<file path="config.mk">
export PLATFORM = sky130hd
export DESIGN_NAME = ray_deserializer
export DESIGN_NICKNAME = d
export VERILOG_FILES = /design/src/rtl/data_structs_pkg.sv /design/src/rtl/ray_deserializer.sv
export SDC_FILE = /design/constraint.sdc
export NUM_CORES = 1
export LEC_CHECK = 0
export ABC_AREA = 1
export CORE_UTILIZATION = 35
export CTS_CLUSTER_DIAMETER = 80
export DETAILED_ROUTE_END_ITERATION = 12
export GPL_TIMING_DRIVEN = 0
export SLEW_MARGIN = 20
export SYNTH_ARGS = -nofsm -noshare
export SYNTH_HDL_FRONTEND = slang
export SYNTH_SLANG_ARGS = --single-unit
</file>
<file path="constraint.sdc">
create_clock -name clk -period 30.2 [get_ports clk]
set_input_delay 6.04 -clock clk [delete_from_list [all_inputs] [get_ports clk]]
set_output_delay 6.04 -clock clk [all_outputs]
set_load 0.05 [all_outputs]
</file>
<file path="src/rtl/data_structs_pkg.sv">
// Shared ray data types: signed 24-bit components grouped into point/vec3/ray.
// Words are ordered orig.x, orig.y, orig.z, dir.x, dir.y, dir.z (MSB first in ray).
package data_structs;

  localparam int unsigned COMP_W    = 24;
  localparam int unsigned RAY_WORDS = 6;

  typedef logic signed [COMP_W-1:0] comp_t;

  typedef struct packed {
    comp_t x;
    comp_t y;
    comp_t z;
  } point;

  typedef struct packed {
    comp_t x;
    comp_t y;
    comp_t z;
  } vec3;

  typedef struct packed {
    point orig;
    vec3  dir;
  } ray;

  // Returns r with the component at word position idx replaced by w.
  function automatic ray ray_set_word(ray r, logic [2:0] idx, comp_t w);
    ray o;
    o = r;
    case (idx)
      3'd0:    o.orig.x = w;
      3'd1:    o.orig.y = w;
      3'd2:    o.orig.z = w;
      3'd3:    o.dir.x  = w;
      3'd4:    o.dir.y  = w;
      3'd5:    o.dir.z  = w;
      default: o = r;
    endcase
    return o;
  endfunction

endpackage

</file>
<file path="src/rtl/ray_deserializer.sv">
// Assembles six 24-bit words into a ray behind a one-entry output register.
// Define RAY_DESER_FRAME_CHECK_EN to enable s_last framing checks and the drop counter.
module ray_deserializer
  import data_structs::*;
#(
  parameter int unsigned CNT_W = 16
) (
  input  logic                     clk,
  input  logic                     rst,
  input  logic                     s_valid,
  output logic                     s_ready,
  input  logic signed [COMP_W-1:0] s_data,
  input  logic                     s_last,
  output logic                     m_valid,
  input  logic                     m_ready,
  output ray                       m_ray,
  output logic                     frame_err,
  output logic [CNT_W-1:0]         drop_cnt
);

  localparam logic [2:0] LastIdx = 3'(RAY_WORDS - 1);

  logic [2:0] idx;
  ray         asm;
  logic       asm_full;
  logic       accept;
  logic       xfer;
  logic       at_last;
  logic       done;
  logic       bad;

  // A full buffer can still accept when it drains into the output register this edge.
  assign s_ready = !asm_full || !m_valid || m_ready;
  assign accept  = s_valid && s_ready;
  assign xfer    = asm_full && (!m_valid || m_ready);
  assign at_last = (idx == LastIdx);

`ifdef RAY_DESER_FRAME_CHECK_EN
  assign done = accept && s_last && at_last;
  assign bad  = accept && (s_last != at_last);

  always_ff @(posedge clk or posedge rst) begin
    if (rst) begin
      frame_err <= 1'b0;
      drop_cnt  <= '0;
    end else begin
      frame_err <= bad;
      if (bad && (drop_cnt != {CNT_W{1'b1}})) begin
        drop_cnt <= drop_cnt + CNT_W'(1);
      end
    end
  end
`else
  logic unused_last;
  assign unused_last = s_last;
  assign done        = accept && at_last;
  assign bad         = 1'b0;
  assign frame_err   = 1'b0;
  assign drop_cnt    = '0;
`endif

  always_ff @(posedge clk or posedge rst) begin
    if (rst) begin
      idx      <= '0;
      asm      <= '0;
      asm_full <= 1'b0;
      m_valid  <= 1'b0;
      m_ray    <= '0;
    end else begin
      if (accept) begin
        asm <= ray_set_word(asm, idx, s_data);
        idx <= (done || bad) ? 3'd0 : idx + 3'd1;
      end
      if (done) begin
        asm_full <= 1'b1;
      end else if (xfer) begin
        asm_full <= 1'b0;
      end
      if (xfer) begin
        m_ray   <= asm;
        m_valid <= 1'b1;
      end else if (m_ready) begin
        m_valid <= 1'b0;
      end
    end
  end

endmodule

</file>
Yosys cells after proc, flatten, opt, wreduce, memory -nomap -nowiden --
Cells that the tools add are included.
Operators by class: add/subtract/negate cells 1, equal/unequal tests 5, muxes and demuxes 5, reduce and logical (&&, ||, !) cells 17
Operators by type and width (count):
- 2-bit AND reduction | 6
- 3-bit by 2-bit == test with 1-bit output, second input constant | 2
- 3-bit == test, second input constant | 2
- 1-bit two-way mux | 4
- 2-bit nonzero test | 2
- 3-bit by 1-bit adder with 3-bit output, second input constant | 1
- 3-bit by 1-bit == test with 1-bit output, second input constant | 1
- 1-bit logical AND | 3
- 3-bit logical NOT | 1
- 1-bit logical OR | 3
- 3-bit two-way mux | 1
- 1-bit logical NOT | 2
Storage, ports and cells: register bits 293, bits of input ports 29, output and inout bits 163, logic and storage cells 43

Depth between registers and ports, before layout --
Gate-level depths: netlist (run 1).
depth in word-level cells 6, mapped depth 8, gate-level depth less buffers 7

Least setup slack after synthesis (run 1) --
OpenSTA, ideal clock, no wires.
path kind input port to output port, from input port m_ready, to output port s_ready, arrival time 6.841 ns, required time 24.160 ns, slack 17.319 ns, cell stages on the path 3, path buffers 1, cells stage by stage inv_1 nand3_2 clkbuf_1
On the way: cells in the longest elaborated chain, start to end 1
Ends and longest elaborated chain:
- from (decl) | line ray_deserializer.sv:15 | input logic m_ready,
- 1-bit logical OR | line ray_deserializer.sv:33 | assign s_ready = !asm_full || !m_valid || m_ready;
- to (decl) | line ray_deserializer.sv:11 | output logic s_ready,
No other way between the ends.

Final worst setup path (run 1) --
Ends and elaborated chain as after synthesis.

==> impl_metrics.yaml, run 1 <==
die:
  coreArea_mm2: 0.0335
  start_util_pct: 35.5
  rows: 67
  die_w_um: 187
  die_y_um: 187
  die_area_mm2: 0.0348
  num_io_pins: 192
synthesis:
  postSynthCellCount: 1322
  synthAdderAreaFrac_pct: 0.525
  ys_ff_latch: 293
  synth_top_family_by_area: "simple AND/OR/NAND/NOR gates"
  synth_area_leader_cell: "dfrtp_1"
  syn-cell-area_mm2: 0.0119
  synth-compound-area-share_pct: 0.0840
  synth-xor-area-share_pct: 0
  ys_types: 15
  yosysTopAreaCellShare_pct: 61.5
  synth_area_leaders: "dfrtp_1 (62%), nand2_1 (19%), nand4_1 (7.6%)"
  synth.area.mux_share_pct: 0
  avgSynthCellArea_um2: 9.02
  yosysSeqAreaShare_pct: 61.5
  synthSimpleGateAreaFrac_pct: 32.7
  yosys_warnings: 0
routing:
  met2_wirelength_mm: 16.3
  wl_per_cell_um: 17.9
  drc_errors: 0
  dr.pass1.iters: 6
  drt-total-wl_mm: 36.2
  drt-met1-wl_mm: 16.1
  met3RoutedLength_mm: 2.49
  top_layer: "met5"
  detail_route.iter0.violations: 723
  vias_per_cell: 4.95
  vias: 9977
  ant_nets: 0
global_route:
  overflow: 0
  grt_max_degree: 100
  grt_antenna_before_repair: 1
  grt_pass1_wl_mm: 56.0
  grt_pass1_vias: 9738
  grt_usage_pct: 20.6
clocking:
  cts_tree: "built"
  clockBufferDepth: 3
  post_cts_resized: 0
  root_buffer: "clkbuf_16"
  cts_sinks: 293
  post_cts_buffers: 0
  hold_buffers: 0
  clk_latency_ns: 0.55
  htree_num_levels: 1
  path_clk_slew_ns: 0.06
  cts_made_buffers: 31
timing:
  maxSlewViolCount: 0
  hold_viol: 0
  worst_pin_slew_ns: 0.801
  fmax_ghz: 0.0700
  timing.final.crit_share_pct: 47.3
  fin_crit_ns: 14.29
  setup_tns_ns: 0
  slew-limit-headroom_pct: 46.4
  worst_slack_ns: 15.91
  finalSetupViolCount: 0
  skew_ns: 0.00854
  rsz0062_at_grt: "false"
setup_path:
  worstPathMaxFanout: 10
  endpoint_kind: "output port"
  crit_slowest_cell: "clkdlybuf4s50_1"
  crit_family: "buffers and inverters"
  startpoint_type: "input pin"
  worstSetupPathType: "input pin to output port"
  cp.arrival_ns: 8.25
  required_ns: 24.16
  crit_path_frequent_cell: "clkdlybuf4s50_1"
  path_cells: "clkdlybuf4s50_1, inv_1, nand3_2, clkbuf_1, clkdlybuf4s50_1"
  cp.buffers_inverters: 4
  max_stage_delay_ns: 0.93
place:
  pre_cts_slack_ns: 15.92
  hpwl_mm: 24.6
  dp.cells: 1961
  portBuffers: 172
  gp_congestion: 0.843
cells_and_area:
  fillers: 3288
  antenna_cells: 0
  final_cell_mix: "nand2_1 (589), dfrtp_1 (293), clkdlybuf4s50_1 (172)"
  postLayoutCoreUtil_pct: 46.0
  drive_gt1_share_pct: 7.21
  final_common_cell: "nand2_1"
  finalNetCount: 1580
  syn_to_final_growth_pct: 29.3
  instances_no_fill: 2016
power:
  irDropWorstVdd_v: 0.0000664
  intPower_mw: 1.05
  combPwrFrac_pct: 41.4
  powerDensity_mw_per_mm2: 120
  leakagePower_nw: 7.84
  power_frac_clock_pct: 21.6
  p_total_mw: 1.85
  swShare_pct: 42.9
  p_seq_share_pct: 36.9
  switching_power_mw: 0.791
outcome:
  status: "completed"
job:
  cap_violations: 0
worst_hold_path:
  hold_path.class: "flop to flop"
through the flow:
step / area, um2 / hold WS (ns)
2_1_floorplan: 12000 / 0.443
3_3_place_gp: 14300 / 0.454
3_5_place_dp: 14400 / 0.457
4_1_cts: 15400 / 0.472
5_1_grt: 15400 / 0.486
6_report: 15400 / 0.468
layout make-up:
type | count | area (um2) | share of cell area [%]
Buffer | 122 | 574 | 3.73
Clock buffer | 44 | 885 | 5.74
Clock inverter | 11 | 180 | 1.17
Inverter | 11 | 48.8 | 0.317
Multi-Input combinational cell | 912 | 4030 | 26.2
Sequential cell | 293 | 7330 | 47.6
Tap cell | 448 | 561 | 3.64
Timing Repair Buffer | 175 | 1800 | 11.7
registers in the layout, indices dropped and copies added (netlist names):
signal / cells
idx: 3
asm: 144
m_valid: 1
asm_full: 1
m_ray: 144
Yosys cell counts:
| master | number |
|---|---|
| buf_1 | 11 |
| buf_2 | 42 |
| buf_4 | 17 |
| clkbuf_1 | 52 |
| clkinv_1 | 2 |
| conb_1 | 1 |
| dfrtp_1 | 293 |
| ha_1 | 5 |
| inv_1 | 9 |
| nand2_1 | 589 |
| nand3_1 | 149 |
| nand3_2 | 2 |
| nand4_1 | 145 |
| nor2_1 | 3 |
| o21ai_0 | 2 |
worst reg2reg max path, cell delays in order, from the launching register on:
cell     delay [ns]
dfrtp_1        0.38
buf_2          0.23
nand2_1        0.61
buf_2          0.41
buf_2          0.29
nand2_1        0.08
nand2_1        0.06
worst paths after layout:
| kind | start | to | slack, ns | cells past startpoint |
|---|---|---|---|---|
| max | m_ready | s_ready | 15.91 | 5 |
| min | m_ray[9] | m_ray[9] | 0.47 | 2 |
| max reg2reg | asm_full | m_ray[43] | 28.08 | 6 |
| min reg2reg | m_ray[9] | m_ray[9] | 0.47 | 2 |
| max in group asynchronous | rst | asm[44] | 22.74 | 5 |
| min in group asynchronous | rst | m_ray[112] | 5.87 | 2 |
power by group through the flow:
stage	Combinational, mW	Sequential (mW)	Clock (mW)
after floorplan	0.215	0.963	0
after detailed placement	0.769	0.687	0
after global placement	0.757	0.684	0
after global routing	0.822	0.704	0.422
after CTS	0.772	0.683	0.407
final	0.765	0.682	0.399
cell families (layout without fill, tap and decap cells):
kind of cell,Yosys count,after routing
and+or+nand+nor,888,888
DFF,293,293
buffers and inverters,133,363
other,1,17
adders and majority gates,5,5
AOI/OAI and AO/OA,2,2
per-layer routing:
metal	vias to the layer above	global-route usage [%]
met2	333	32.4
li1	4779	-
met3	73	4.16
met4	2	7.53
met1	4790	28.3
met5	-	0
(Power assumes the default switching activity.)
==> inputs of run 2 (changes only) <==
clock period = 13.9 ns   (was 30.2 ns; I/O delays follow)
==> results of run 2 <==
The final DEF is identical to that of run 1. Status: completed.
Main changes from that run: setup slack after placement 15.92 ns -> 6.14 ns; setup slack after layout 15.91 ns -> 6.13 ns; register-to-register setup slack 28.08 ns -> 11.78 ns; total power 1.85 mW -> 4.01 mW; worst IR drop on VDD 0.0000664 V -> 0.000144 V
